[src/rtl/alarm_interval_timer.sv]
// alarm_interval_timer: programmable interval store plus seconds countdown with a one-cycle expiry pulse.
module alarm_interval_timer #(
    parameter int TICK_DIV = 4,
    parameter logic [3:0] T_ARM_DELAY = 4'd6,
    parameter logic [3:0] T_DRIVER_DELAY = 4'd8,
    parameter logic [3:0] T_PASSENGER_DELAY = 4'd15,
    parameter logic [3:0] T_ALARM_ON = 4'd10
) (
    input  logic       clk,
    input  logic       rst,
    input  logic       start_timer,
    input  logic [1:0] interval_sel,
    input  logic       reprogram,
    input  logic [1:0] param_sel,
    input  logic [3:0] time_value,
    output logic       expired,
    output logic       busy,
    output logic       second_tick,
    output logic [3:0] remaining
);
    localparam int DW = (TICK_DIV > 2) ? $clog2(TICK_DIV) : 1;
    typedef enum logic [1:0] {IDLE, RUN, EXPIRE} state_t;
    state_t state;
    logic [DW-1:0] div;
    logic [3:0] slots [4];
    logic [3:0] load_val;
    function automatic logic [3:0] def_val(input logic [1:0] s);
        return s == 2'd0 ? T_ARM_DELAY : s == 2'd1 ? T_DRIVER_DELAY :
               s == 2'd2 ? T_PASSENGER_DELAY : T_ALARM_ON;
    endfunction
    // Reads the pre-write slot, so a same-edge reprogram only affects later starts.
    assign load_val = slots[interval_sel];
    always_ff @(posedge clk) begin
        if (rst) begin
            state <= IDLE;
            div <= '0;
            remaining <= '0;
            expired <= 1'b0;
            busy <= 1'b0;
            second_tick <= 1'b0;
            for (int i = 0; i < 4; i++) slots[i] <= def_val(2'(i));
        end else begin
            if (reprogram) slots[param_sel] <= time_value == 4'd0 ? def_val(param_sel) : time_value;
            expired <= 1'b0;
            second_tick <= 1'b0;
            if (start_timer) begin
                remaining <= load_val;
                div <= '0;
                state <= load_val == 4'd0 ? EXPIRE : RUN;
                expired <= load_val == 4'd0;
                busy <= load_val != 4'd0;
            end else begin
                case (state)
                    RUN: begin
                        if (div == DW'(TICK_DIV - 1)) begin
                            div <= '0;
                            remaining <= remaining - 4'd1;
                            second_tick <= 1'b1;
                            if (remaining == 4'd1) begin
                                state <= EXPIRE;
                                expired <= 1'b1;
                                busy <= 1'b0;
                            end
                        end else begin
                            div <= div + 1'b1;
                        end
                    end
                    EXPIRE: state <= IDLE;
                    default: state <= IDLE;
                endcase
            end
        end
    end
endmodule

[config.mk]
export PLATFORM = sky130hd
export DESIGN_NAME = alarm_interval_timer
export DESIGN_NICKNAME = d
export VERILOG_FILES = /design/src/rtl/alarm_interval_timer.sv
export SDC_FILE = /design/constraint.sdc
export NUM_CORES = 1
export LEC_CHECK = 0
export ABC_CLOCK_PERIOD_IN_PS = 1950
export CAP_MARGIN = 20
export CORE_ASPECT_RATIO = 0.7
export CORE_MARGIN = 5
export CORE_UTILIZATION = 35
export CTS_CLUSTER_DIAMETER = 120
export DETAILED_ROUTE_END_ITERATION = 8
export SLEW_MARGIN = 20
export SYNTH_ARGS = -nofsm -noshare
export SYNTH_HDL_FRONTEND = slang
export SYNTH_SLANG_ARGS = --single-unit
export TNS_END_PERCENT = 20
[constraint.sdc]
create_clock -name clk -period 1.95 [get_ports clk]
set_input_delay 0.195 -clock clk [delete_from_list [all_inputs] [get_ports clk]]
set_output_delay 0.195 -clock clk [all_outputs]
set_load 0.02 [all_outputs]
Yosys cells after proc, flatten, opt, wreduce, memory -nomap -nowiden. Memory sizes are Yosys's and may differ from the RTL's. Cells that the tools add are included.

Bitwise gates (word level): 1. $add $sub $neg: 2. Equal/unequal tests: 7. Multiplexer cells: 30. Reductions and logical operators: 13.

Operators by type and width (number): $mux W4 (6); $mux W1 (15); $mux W2 (7); $logic_not A4 Y1 (2); $mux W3 (2); $ne A3 B3 Y1 const B (2); $reduce_bool A2 Y1 (3); $eq A2 B1 Y1 const B (2); $eq A2 B2 Y1 const B (2); $eq A4 B1 Y1 const B (1); $reduce_and A2 Y1 (2); $reduce_bool A4 Y1 (1); $reduce_or A4 Y1 (1); $sub A4 B1 Y4 const B (1); $reduce_and A3 Y1 (1); $reduce_or A3 Y1 (1); $add A2 B1 Y2 const B (1); $logic_not A2 Y1 (1); $reduce_or A2 Y1 (1); $not A1 Y1 (1).

Bits of input ports: 12. Bits in writable memories: 16. Memories: 1. Output and inout bits: 7. Flip-flop bits (word level): 11.

Memories: slots (words 4, bits a word 4, rd ports 1, clocked after memory_dff 0, wr ports 4, RTL line 25) `logic [3:0] slots [4];`.

Logic depth before layout (Yosys ltp). Gate-level depths: netlist (run 1).

Word-level depth: 6. Gate-level depth with buffers: 5. Gate-level depth less buffers: 5.

Least setup slack after synthesis (run 1). OpenSTA, ideal clock, no wires.

Path kind: flip-flop to flip-flop. Start: memory slots[3][2]. End: register expired. Path slack: 467 ps. Required time: 1890 ps. Cell stages (with the launch flop): 4. Data arrival time: 1423 ps. Path buffers: 0. Setup time: 60 ps. Cell sequence: edfxtp_1 -> mux4_2 -> o41ai_2 -> and3b_1.

Cells in the longest elaborated chain, start to end: 3.

Ends and longest elaborated chain: start, declared (RTL line 25); $mem_v2 Z4 W4; $logic_not A4 Y1 (RTL line 50) `expired <= load_val == 4'd0;`; $mux W1 (RTL line 46) `if (start_timer) begin`; end signal, assigned (RTL line 44) `expired <= 1'b0;`; end signal, assigned (RTL line 50); end signal, assigned (RTL line 61) `expired <= 1'b1;`; end, declared (RTL line 16) `output logic expired,`.

Every way passes these cells. A chain may end at the register's enable or synchronous reset.

Final worst setup path (run 1).
Start: input interval_sel[0]. End: register expired.

Cells in the longest elaborated chain, start to end: 3.

Ends and longest elaborated chain: start, declared (RTL line 12) `input logic [1:0] interval_sel,`; $mem_v2 Z4 W4; $logic_not A4 Y1 (RTL line 50); $mux W1 (RTL line 46).

Every way passes these cells.

==> results of run 1 <==
-- cell families (layout without fill, tap and decap cells) --
group / after synthesis / count (layout)
AND/OR/NAND/NOR: 50 / 50
flip-flops: 27 / 27
AO/OA/AOI/OAI: 16 / 16
buffers and inverters: 8 / 29
multiplexers: 6 / 6
adder cells (fa/ha/maj): 3 / 3
XOR/XNOR: 2 / 2
-- registers in the layout (all words and copies together), names as in the netlist --
signal and count:
div 2, slots 16, second_tick 1, expired 1, busy 1, remaining 4
state 2
-- placed cells by master, fill, tap and decap left out, drive strengths merged, types with 4 or more instances in the layout --
cell	instances
a21oi	6
mux4	4
nand2	10
and2	4
nor2	9
inv	5
nor3	8
edfxtp	16
dfxtp	11
clkdlybuf4s50	18
-- worst max-delay path, stage by stage --
cell,delay [ns]
clkdlybuf4s50_1,0.60
mux4_2,0.59
o41ai_4,0.45
and3b_1,0.21
-- power breakdown --
part	switching [mW]	total, mW	internal (mW)	leakage, nW
Sequential	0.0237	0.667	0.643	0.248
Clock	0.165	0.307	0.142	0.0216
Combinational	0.0899	0.177	0.0875	0.285
Total	0.279	1.15	0.872	0.555
-- metrics by stage --
stage,area (sq um),worst slack (ns),utilization [%]
2_1_floorplan,1300,0.467,-
3_3_place_gp,1540,-0.142,43.4
3_5_place_dp,1540,-0.190,43.4
4_1_cts,1590,0.0932,44.7
5_1_grt,1600,0.0166,45.0
6_report,1600,0.126,45.0
-- how the worst max path moves through the flow --
stage / to / slack [ns] / cells after the start
final: expired / 0.13 / 4
after global routing: state[1] / 0.02 / 4
after CTS: expired / 0.09 / 4
after detailed placement: expired / -0.19 / 4
after global placement: expired / -0.14 / 4
after floorplan: expired / 0.47 / 3
-- layer usage --
metal  share of wire, %  up-vias  GRT usage [%]
met4                  0        0           1.40
met2                 45       18           18.2
met1                 50      416           16.8
met5                  0        -              0
met3                4.7        0           3.71
li1                   -      464              -
-- cell type report --
class	count	area [sq um]
clock buffer	3	41.3
clock inverter	1	5.00
fill	358	1960
inverter	5	18.8
multi-input combinational	77	577
sequential	27	701
tap	50	62.6
timing repair buffer	20	195
==> metrics.txt, run 1 <==
CTS tree=yes; number of endpoints failing setup at the final stage=0; post-CTS setup buffers=0; # H-tree levels=1; combined area of all synthesized cells=0.00130 sq mm; initial antenna violation count=0; power density over the cells=719 mW/mm^2; Max Fanout on Critical Path=4; Hold Path Stages=2; pin slew with the least headroom to its limit=0.437 ns; clock insertion delay at the later pin of the skew report=0.27 ns; cells resized by post-CTS repair=0; Reg-to-Reg End=expired; number of synthesis warnings=0; # clock sinks=27; final worst hold slack=0.543 ns; total I/O pin count=19; CP startpoint kind=input port; most used standard cells in the synthesized netlist=edfxtp_1, dfxtp_1, nand2_1; average vias per placed instance=4.91; die height=60.9 microns; total grt overflow=0; post-layout instance count excluding filler cells=183; RSZ-0062 raised after global routing=no; Avg Synthesized Cell Area=between 10 and 15 sq um; launching element of the worst setup path=interval_sel[0]; worst clock skew=0.00218 ns; Clock Tree Buf Depth=2; post-synthesis to final-layout area growth=23.3%; # port buffers=18; number of slew-limit violations in the final report=0; min-delay src=div[1]; number of placed cells counting well taps=179; Post-synth EDFFs=16; distinct cell type count of the synthesized netlist=32; post-synthesis cell count=112; count of state elements after synthesis=27; share of final-layout standard cells stronger than drive strength 1=12.0%; classification of the worst setup path=in -> reg; first-pass iteration count of the detailed router=4; leakage=0.555 nW; number of CTS-inserted buffers=3; clock-pin transition on the worst setup and hold timing paths=roughly 0.09 ns; fraction of the cycle the final worst path needs=93.6%; Worst R2R Setup Slack=0.34 ns; number of global-route vias before repair=909; residual DRC count=0; die area=0.00504 sq mm; Max-slew headroom=70.6%; endpoints failing hold=0; fin crit period=~1.8 ns; standard cell core area=approximately 0.0036 sq mm; share of synthesized cell area in and, or, nand and nor gates=21.1%; Reg-to-Reg Start=slots[2][2]; drt wl/cell=14.1 microns; Initial Util=36.5%; worst path required time=2.17 ns; largest cells by area after synthesis=edfxtp_1, dfxtp_1, mux4_2, nor3_1, ha_1; max-capacitance violation count=0; die width=slightly above 80 microns; total track usage=11.8%; fraction of synthesized cell area taken by the top area cell type=37.0%; result of the run=finished, final reports clean; half-perimeter wire length after detailed placement=2.05 mm; floorplan row count=18; fraction of synthesized area in multiplexers=8.78%; fraction of the mapped netlist area in compound gates=9.45%; xor-xnor portion of the synthesized cell area=1.35%; most frequently used cell type in the post-synthesis netlist=edfxtp_1; total nets after synthesis=127; Hold-fix buffers, CTS=0; First DRT Iteration DRCs=30; element type at the critical path end=register; path type of the worst min-delay path=reg -> reg; cell type with the highest aggregate area in the netlist=edfxtp_1; logic depth of the worst register-to-register path=3; Max VDD drop=0.389 mV; maximum operating frequency=between 500 and 600 MHz; master cell of the clock root buffer=clkbuf_8; number of nets in the layout=between 100 and 150; final routed wirelength across all metal layers=2.58 mm; Worst Hold End=div[1]; total power after layout=1.15 mW; predominant post-synthesis flop cell=edfxtp_1; wire length of the first global-routing pass=roughly 4.4 mm; async set or reset register ratio after synthesis=0%; Setup TNS=0 ns; part of the Yosys area used for sequential elements=between 50% and 60%; Diodes inserted=0; adder-cell share of the synthesized area=2.89%; Arr. time, crit path=2.04 ns; number of vias in the routed layout=898; antenna viol nets, final=0; Final Wtd Congestion=0.837; pin count of the biggest net entering global routing=17; dominant combinational cell family by area after synthesis=simple AND/OR/NAND/NOR gates
No activity file was read; power rests on OpenSTA's default activity.
==> inputs of run 2 (changes only) <==
--- a/config.mk
+++ b/config.mk
@@ -8,7 +8,7 @@
 export ABC_CLOCK_PERIOD_IN_PS = 1950
 export CAP_MARGIN = 20
 export CORE_ASPECT_RATIO = 0.7
-export CORE_MARGIN = 5
+export CORE_MARGIN = 4
 export CORE_UTILIZATION = 35
 export CTS_CLUSTER_DIAMETER = 120
 export DETAILED_ROUTE_END_ITERATION = 8
==> run 2 against run 1 <==
  * First-iteration DRC count up 100%
  * Clock-buffer cell count unchanged
  * Largest cell class unchanged
  * Final cell count up 1.1%
  * Flip-flop and latch count unchanged
  * Maximum frequency up 12%
  * Cell area up 0.63%
  * Clock power up 8.5%
  * Worst setup slack better by 0.19 ns
  * Wire length up 2.1%
  * Sequential share of layout area down 0.27 points
==> metrics.txt, run 2 (same netlist as run 1, synthesis figures left out) <==
# port buffers=18; # clock sinks=27; number of vias in the routed layout=about 900; Max stage delay cell, worst path=mux4_2; cell-by-cell listing of the critical path=mux4_2, o41ai_2, buf_4, and3b_1; RSZ-0062 raised after global routing=no; Arr. time, crit path=1.85 ns; die width=80.8 microns; CP startpoint kind=register; master cell of the clock root buffer=clkbuf_8; Reg-to-Reg Start=slots[3][2]; Max Fanout on Critical Path=4; termination of the worst setup path=state[1]; launching element of the worst setup path=slots[3][2]; initial antenna violation count=0; CTS tree=yes; wire length of the first global-routing pass=4.46 mm; average vias per placed instance=5.01; floorplan row count=18; net switching power=0.293 mW; path type of the worst min-delay path=reg -> reg; clock insertion delay at the later pin of the skew report=0.27 ns; number of global-route vias before repair=920; fraction of the cycle the final worst path needs=83.6%; Diodes inserted=0; Reg-to-Reg End=state[1]; pre-CTS worst setup slack=-0.180 ns; final routed wirelength across all metal layers=2.63 mm; Max VDD drop=about 0.33 mV; flip-flop count of the largest register, all copies and words added=16; Crit. path cell count=4; Initial Util=36.7%; design internal power=0.881 mW; half-perimeter wire length after detailed placement=2.08 mm; total track usage=approximately an eighth; final non-filler cell area=0.00161 sq mm; total power after layout=1.17 mW; Clock Tree Buf Depth=2; classification of the worst setup path=reg -> reg; highest-count cells in the layout ignoring fill and taps=clkdlybuf4s50_1, edfxtp_1, dfxtp_1; logic depth of the worst register-to-register path=4; combinational power share=14.9%; First DRT Iteration DRCs=61; standard cell core area=0.00354 sq mm; worst path required time=2.17 ns; share of final-layout standard cells stronger than drive strength 1=13.3%; commonest non-fill, non-tap cell in the layout=clkdlybuf4s50_1; pin count of the biggest net entering global routing=18; Worst R2R Setup Slack=0.32 ns; antenna viol nets, final=0; Max-slew headroom=77.2%; first-pass iteration count of the detailed router=4; Hold-fix buffers, CTS=0; die area=0.00476 sq mm; combined buffer and inverter count along the critical path=1; cell area reported after detailed placement=0.00156 sq mm; Final Wtd Congestion=0.847; fin crit period=1.63 ns; max-capacitance violation count=0; leakage=0.574 nW; crit path setup slack, layout=0.319 ns; element type at the critical path end=register; number of CTS-inserted buffers=3; worst clock skew=0.00160 ns; residual DRC count=0; # H-tree levels=1; largest registers ranked by flip-flop count=slots: 16 flops, remaining: 4 flops; number of endpoints failing setup at the final stage=0; post-synthesis to final-layout area growth=24.1%; total grt overflow=0; sequential group share of total power=56.8%; clock-pin transition on the worst setup and hold timing paths=0.10 ns; die height=58.9 microns; slowest stage delay, CP=0.50 ns; total I/O pin count=19; drt wl/cell=between 10 and 15 microns; power density over the cells=roughly 730 mW/mm^2; pin slew with the least headroom to its limit=0.341 ns; cells resized by post-CTS repair=0; share of power burned in the clock network=~28%; endpoints failing hold=0; number of nets in the layout=151; result of the run=finished, final reports clean; Switching Share=25.0%; post-CTS setup buffers=0; critical path's top delay family=multiplexers; filler cell count in the final layout=334; number of slew-limit violations in the final report=0; Largest Register=slots; maximum operating frequency=613 MHz
run 2: cell count changes in the layout (fill, tap and decap cells not counted), sizes merged:
cell,change
clkinvlp,-1
dlymetal6s2s,+1
buf,+2
inv,+1
clkdlybuf4s50,-1
run 2: worst min-delay path by stage:
stage                   from          end  slack, ns  depth (start not counted)
finish                div[1]       div[1]       0.55                          2
global route        state[0]  second_tick       0.60                          2
CTS                   div[1]       div[1]       0.56                          2
detailed placement    div[1]       div[1]       0.54                          2
global placement      div[1]       div[1]       0.52                          2
floorplan                rst  slots[3][1]       0.37                          2
run 2: worst reg2reg max path, stage by stage, from the launching register on:
cell	delay (ns)
edfxtp_1	0.38
mux4_2	0.50
o41ai_2	0.38
buf_4	0.18
and3b_1	0.14
run 2: per-layer routing:
metal | vias up | GRT usage (%) | share of wire [%]
li1 | 467 | - | -
met1 | 433 | 18.5 | 53
met2 | 24 | 18.2 | 42
met3 | 2 | 2.75 | 5.2
met4 | 0 | 2.89 | 0.34
met5 | - | 0 | 0
run 2: per-stage QoR:
stage,hold slack (ns),util [%],cells,TNS (ns)
final,0.547,45.5,185,0
after global routing,0.601,45.5,185,0
after CTS,0.556,45.5,185,0
after detailed placement,0.537,44.1,181,-0.665
after global placement,0.518,44.1,181,-0.449
after floorplan,0.373,-,112,0
run 2: power by group through the flow:
stage	clock (mW)	sequential (mW)	combinational [mW]
4_1_cts	0.342	0.668	0.176
2_1_floorplan	0	0.682	0.0891
3_5_place_dp	0	0.681	0.175
5_1_grt	0.361	0.673	0.194
6_report	0.333	0.667	0.175
3_3_place_gp	0	0.681	0.172
run 2: area by class of cell:
cell class	instances	area [sq um]	area share, %
Sequential cell	27	701	43.5
Multi-Input combinational cell	77	566	35.1
Timing Repair Buffer	22	213	13.2
Tap cell	50	62.6	3.89
Clock buffer	3	41.3	2.56
Inverter	5	18.8	1.17
Clock inverter	1	8.76	0.544
